[src/rtl/inst_fetch_queue_if.sv]
// Fetch-queue bus: push side (fetch -> queue), pop side (queue -> decode),
// and the redirect flush.
//
// Handshake: a transfer happens on a rising clk edge when valid and ready are
// both high. The queue raises push_ready (from its occupancy only) without
// looking at push_valid. It raises pop_valid without looking at pop_ready.
// pop_* data are meaningful only while pop_valid is 1.
interface inst_fetch_queue_if #(
  parameter int AW = 32,
  parameter int DW = 32
);
  logic          push_valid;
  logic [AW-1:0] push_pc;
  logic [DW-1:0] push_instr;
  logic          push_ready;
  logic          pop_valid;
  logic [AW-1:0] pop_pc;
  logic [DW-1:0] pop_instr;
  logic          pop_misal;
  logic          pop_ready;
  logic          flush;

  // Fetch/decode side: drives entries in, consumes entries out.
  modport master (
    output push_valid, push_pc, push_instr, pop_ready, flush,
    input  push_ready, pop_valid, pop_pc, pop_instr, pop_misal
  );

  // Queue side.
  modport slave (
    input  push_valid, push_pc, push_instr, pop_ready, flush,
    output push_ready, pop_valid, pop_pc, pop_instr, pop_misal
  );
endinterface

[src/rtl/inst_fetch_queue.sv]
// Instruction fetch queue: buffers {PC, instruction} pairs between fetch and
// decode. Decode stalls therefore do not freeze the PC until the queue fills.
// A redirect (flush) drops everything buffered.
module inst_fetch_queue #(
  parameter int DEPTH = 4,
  parameter int AW    = 32,
  parameter int DW    = 32,
  parameter int CW    = $clog2(DEPTH) + 1
) (
  input  logic                   clk,
  input  logic                   rst,    // asynchronous, active-low
  inst_fetch_queue_if.slave      bus,
  output logic [CW-1:0]          count
);
  localparam int PW = $clog2(DEPTH);

  logic [PW-1:0] rd_ptr_q, rd_ptr_d;
  logic [PW-1:0] wr_ptr_q, wr_ptr_d;
  logic [CW-1:0] count_q, count_d;

  logic [AW-1:0] pc_mem_q    [DEPTH];
  logic [DW-1:0] instr_mem_q [DEPTH];
  logic          misal_mem_q [DEPTH];

  logic push_fire;
  logic pop_fire;

  // Status flags depend on occupancy alone. There is no bypass path, so a
  // pop that frees a full queue lets a push in only on the following cycle.
  assign bus.push_ready = (count_q != CW'(DEPTH));
  assign bus.pop_valid  = (count_q != '0);

  assign push_fire = bus.push_valid & bus.push_ready;
  assign pop_fire  = bus.pop_valid  & bus.pop_ready;

  // The head entry is always presented. pop_valid qualifies it, which also
  // hides stale storage after a flush.
  assign bus.pop_pc    = pc_mem_q[rd_ptr_q];
  assign bus.pop_instr = instr_mem_q[rd_ptr_q];
  assign bus.pop_misal = misal_mem_q[rd_ptr_q];
  assign count         = count_q;

  // Next pointer/occupancy. Flush overrides both push and pop.
  always_comb begin
    rd_ptr_d = rd_ptr_q;
    wr_ptr_d = wr_ptr_q;
    count_d  = count_q;
    if (bus.flush) begin
      rd_ptr_d = '0;
      wr_ptr_d = '0;
      count_d  = '0;
    end else begin
      if (push_fire) wr_ptr_d = wr_ptr_q + PW'(1);
      if (pop_fire)  rd_ptr_d = rd_ptr_q + PW'(1);
      case ({push_fire, pop_fire})
        2'b10:   count_d = count_q + CW'(1);
        2'b01:   count_d = count_q - CW'(1);
        default: count_d = count_q;
      endcase
    end
  end

  // Pointer and occupancy registers.
  always_ff @(posedge clk or negedge rst) begin
    if (!rst) begin
      rd_ptr_q <= '0;
      wr_ptr_q <= '0;
      count_q  <= '0;
    end else begin
      rd_ptr_q <= rd_ptr_d;
      wr_ptr_q <= wr_ptr_d;
      count_q  <= count_d;
    end
  end

  // Entry storage. The misaligned flag is captured with the entry at push
  // time and is not recomputed at the head.
  always_ff @(posedge clk or negedge rst) begin
    if (!rst) begin
      for (int i = 0; i < DEPTH; i++) begin
        pc_mem_q[i]    <= '0;
        instr_mem_q[i] <= '0;
        misal_mem_q[i] <= 1'b0;
      end
    end else if (push_fire && !bus.flush) begin
      pc_mem_q[wr_ptr_q]    <= bus.push_pc;
      instr_mem_q[wr_ptr_q] <= bus.push_instr;
      misal_mem_q[wr_ptr_q] <= (bus.push_pc[1:0] != 2'b00);
    end
  end
endmodule
[src/flat_wrapper.sv]
// flat-port wrapper written by rule: the top's interface ports become plain ports
module inst_fetch_queue_flat 
#(
  parameter int DEPTH = 4,
  parameter int AW    = 32,
  parameter int DW    = 32,
  parameter int CW    = $clog2(DEPTH) + 1
)
  (clk, rst, count, bus_push_valid, bus_push_pc, bus_push_instr, bus_pop_ready, bus_flush, bus_push_ready, bus_pop_valid, bus_pop_pc, bus_pop_instr, bus_pop_misal);
  inst_fetch_queue_if #(.AW(AW), .DW(DW)) bus_i ();
  input  logic clk;
  input  logic rst;
  output logic [CW-1:0] count;
  input wire logic [$bits(bus_i.push_valid)-1:0] bus_push_valid;
  input wire logic [$bits(bus_i.push_pc)-1:0] bus_push_pc;
  input wire logic [$bits(bus_i.push_instr)-1:0] bus_push_instr;
  input wire logic [$bits(bus_i.pop_ready)-1:0] bus_pop_ready;
  input wire logic [$bits(bus_i.flush)-1:0] bus_flush;
  output wire logic [$bits(bus_i.push_ready)-1:0] bus_push_ready;
  output wire logic [$bits(bus_i.pop_valid)-1:0] bus_pop_valid;
  output wire logic [$bits(bus_i.pop_pc)-1:0] bus_pop_pc;
  output wire logic [$bits(bus_i.pop_instr)-1:0] bus_pop_instr;
  output wire logic [$bits(bus_i.pop_misal)-1:0] bus_pop_misal;
  assign bus_i.push_valid = bus_push_valid;
  assign bus_i.push_pc = bus_push_pc;
  assign bus_i.push_instr = bus_push_instr;
  assign bus_i.pop_ready = bus_pop_ready;
  assign bus_i.flush = bus_flush;
  assign bus_push_ready = bus_i.push_ready;
  assign bus_pop_valid = bus_i.pop_valid;
  assign bus_pop_pc = bus_i.pop_pc;
  assign bus_pop_instr = bus_i.pop_instr;
  assign bus_pop_misal = bus_i.pop_misal;
  inst_fetch_queue #(.DEPTH(DEPTH), .AW(AW), .DW(DW), .CW(CW)) u_core (.clk(clk), .rst(rst), .bus(bus_i), .count(count));
endmodule
[config.mk]
export PLATFORM = sky130hd
export DESIGN_NAME = inst_fetch_queue_flat
export DESIGN_NICKNAME = d
export VERILOG_FILES = /design/src/rtl/inst_fetch_queue_if.sv /design/src/rtl/inst_fetch_queue.sv /design/src/flat_wrapper.sv
export SDC_FILE = /design/constraint.sdc
export NUM_CORES = 1
export LEC_CHECK = 0
export BUFFER_PORTS_ARGS = -buffer_cell sky130_fd_sc_hd__buf_4
export CAP_MARGIN = 0
export CELL_PAD_IN_SITES_DETAIL_PLACEMENT = 1
export CELL_PAD_IN_SITES_GLOBAL_PLACEMENT = 2
export CORE_MARGIN = 10
export CORE_UTILIZATION = 30
export CTS_CLUSTER_DIAMETER = 40
export DETAILED_ROUTE_END_ITERATION = 10
export PLACE_DENSITY_LB_ADDON = 0.1
export REMOVE_ABC_BUFFERS = 1
export SETUP_SLACK_MARGIN = 0.1
export SYNTH_ARGS = -nofsm -noshare
export SYNTH_HDL_FRONTEND = slang
export SYNTH_SLANG_ARGS = --single-unit
[constraint.sdc]
create_clock -name clk -period 2.4 [get_ports clk]
set_input_delay 0.24 -clock clk [delete_from_list [all_inputs] [get_ports clk]]
set_output_delay 0.24 -clock clk [all_outputs]
set_load 0.02 [all_outputs]
==> summary.md <==
| Metric | Value |
|---|---|
| Status | complete, no violations |
| TritonCTS clock tree | done |
| Vias/cell | 4.686 |
| Combinational share of power | 0.306 |
| Final setup fails | 0 |
| Placer Congestion | 0.7188 |
| Asr flop ratio synth | 1.000 |
| Net Sw Frac | 0.2757 |
| Core ar. | 0.04204 mm^2 |
| Total GRT Usage | 0.1393 |
| Post-synth EDFFs | 0 |
| Die height | 226.6 um |
| DR DRC count | 0 |
| WL/cell | 22.59 um |
| Largest net degree at the start of global routing | 73 |
| Final min period | 2.295 ns |
| Max Slew Vio Count | 0 |
| Dpl hpwl | 21.39 mm |
| Layout cells sized above 1 | 0.6142 |
| Critical Path Start Type | flip-flop |
| Design area | 0.01750 mm^2 |
| Hold Path Class | input pin to asynchronous set/reset pin |
| Die X | 226.6 um |
| Maximum VDD drop | 0.4910 mV |
| Period utilization | 0.9562 |
| Synthesis-stage register bit count | 267 |
| Dpl ws | 0.1556 ns |
| Initial Utilization | 0.3046 |
| P_sw | 5.887 mW |
| Yosys cell types | 36 |
| Crit. End Element | primary output |
| Die area | 0.05135 mm^2 |
| Clock Latency Late Sink | 0.59 ns |
| CP Class | flip-flop to primary output |
| Top cell type's share of synthesized area | 0.5218 |
| Sequential share of the synthesized area | 0.5218 |
| CP Data Arrival Time | 2.05 ns |
| WL met3 | 1.586 mm |
| First-pass GRT wire length | 54.85 mm |
| P_int | 15.46 mW |
| Synth area leaders | dfrtp_1, mux2_4, mux4_2 |
| Worst Path Max Fanout | 9 |
| Met1 wire length | 15.36 mm |
| Ports | 139 |
| Cell Area, Synth | 0.01280 mm^2 |
| Area grow syn2layout | 36.70% |
| Cts bufs inserted | 56 |
| Clk pwr share | 0.367 |
| Clk buf depth | 3 |
| Initial antenna violation count | 3 |
| Top routing layer used | met5 |
| Placed Area | 0.01439 mm^2 |
| Highest-count cells in the layout ignoring fill and taps | dfrtp_1, mux2_4, buf_4, dlygate4sd3_1, mux4_2 |
| Worst Tran Pin Value | 0.5420 ns |
| Register share of total power | 0.327 |
| Worst Path Required | 2.16 ns |
| Via count | 7212 |
| Power Total | 21.35 mW |
| Antenna viol nets, final | 0 |
| Hold Vio Cnt, Final | 0 |
| # rows | 75 |
| CTS root buf | clkbuf_16 |
| Max Cap Viol | 0 |
| YS warnings | 0 |
| Synth Flop Type | dfrtp_1 |
| Drt total wl | 34.77 mm |
| Final hold slack | 0.2104 ns |
| Post-layout nets | 1026 |
| Post-synth top area cell | dfrtp_1 |
| Met2 routed WL | 17.09 mm |
| Leakage | 8.351 nW |
| IO buf count | 138 |
| CTS sink count | 267 |
| Mapped Cells | 695 |
| Setup TNS | 0 ns |
| DRC violation total after the first TritonRoute iteration | 316 |
| P per Cell Area | 1220 mW/mm^2 |
| Avg Inst Size Synth | 18.42 um^2 |
| Slew headroom | 0.6387 |
| Overflow after GRT | 0 |
| RSZ-0062 raised after global routing | yes |
| Reg clk slew, reported paths | 0.05 ns |
| Final Skew | 0.01954 ns |
| CTS H-Tree Depth | 2 |
| First-pass DRT Iterations | 4 |
| Setup ws final | 0.1050 ns |
| Fill count | 4066 |
| Fmax | 435.7 MHz |
| Leading cell type in the layout, fill and taps excluded | dfrtp_1 |
| Number of global-route vias before repair | 8877 |
-- layer usage --
metal  up-vias  global-route usage
li1       3126                   -
met1      3898              0.1753
met2       133              0.2282
met3        53             0.03411
met4         2             0.05021
met5         -                   0
-- critical path, stage by stage, from the launching register on --
cell and delay [ns]:
dfrtp_4 0.50, buf_4 0.16, buf_16 0.15, mux4_2 0.50
buf_6 0.17
-- synth_stat cells (2+ instances only) --
cell,instances
nand2b_1,2
and3b_1,2
mux2_4,200
ha_1,4
buf_2,10
clkbuf_1,6
o21ai_0,4
mux2_2,61
nand3_1,2
a21oi_1,6
nand3_2,4
inv_1,5
nor2_1,3
buf_6,4
or2_2,2
dfrtp_1,267
xor2_1,3
o22ai_1,2
buf_4,8
mux4_2,65
buf_12,20
-- stage by stage --
step / utilization / std cells
after CTS: 0.4129 / 1536
after floorplan: - / 647
after global placement: 0.3422 / 1353
final: 0.4164 / 1539
after global routing: 0.4163 / 1537
after detailed placement: 0.3422 / 1353
-- power groups by stage --
| stage | Combinational (mW) | Clock, mW | Sequential, mW |
|---|---|---|---|
| finish | 6.54 | 7.84 | 6.97 |
| global route | 6.95 | 8.35 | 7.16 |
| CTS | 6.49 | 8.08 | 6.97 |
| detailed placement | 5.92 | 0 | 7.01 |
| global placement | 5.78 | 0 | 6.83 |
| floorplan | 4.03 | 0 | 6.79 |
-- what timing repair did --
action,4_1_cts,5_1_grt
setup endpoints to repair,65,64
gates resized for setup,41,30
hold buffers,69,0
hold endpoints to repair,324,0
setup buffers,5,0
cloned,5,1
-- flip-flops by register name, summed over array words and instances, names as in the netlist --
signal and flops:
u_core.rd_ptr_q 2, u_core.wr_ptr_q 2, u_core.pc_mem_q 128, u_core.instr_mem_q 128
u_core.count 3, u_core.misal_mem_q 4
-- area by class of cell --
type                            instances  area [um^2]  share of cell area
Multi-Input combinational cell        374         5558              0.3175
Clock buffer                           76         1618             0.09242
Sequential cell                       267         6689              0.3821
Inverter                                6        22.52            0.001287
Timing Repair Buffer                  247         2623              0.1498
Tap cell                              539        674.4             0.03853
Clock inverter                         28        315.3             0.01801
Antenna cell                            2        5.005           0.0002859
-- cells by family after synthesis --
family                   share of synthesized area
XOR/XNOR                                  0.002052
flip-flops                                  0.5218
multiplexers                                0.4025
buffers and inverters                      0.04690
AND/OR/NAND/NOR                            0.01173
AO/OA/AOI/OAI                             0.009577
adder cells (fa/ha/maj)                   0.005472
-- worst paths after layout --
path | slack [ns] | start | end | cells after the start
setup / recovery | 0.11 | u_core.rd_ptr_q[0] | bus_pop_pc[18] | 4
hold / removal | 0.21 | rst | u_core.pc_mem_q[99] | 2
setup reg to reg | 0.26 | u_core.count[0] | u_core.count[1] | 6
hold reg to reg | 0.50 | u_core.pc_mem_q[105] | u_core.pc_mem_q[105] | 1
max in group asynchronous | 1.38 | rst | u_core.pc_mem_q[10] | 3
min in group clk | 0.45 | bus_flush | u_core.wr_ptr_q[1] | 3
Power figures use the tool's default switching activity.
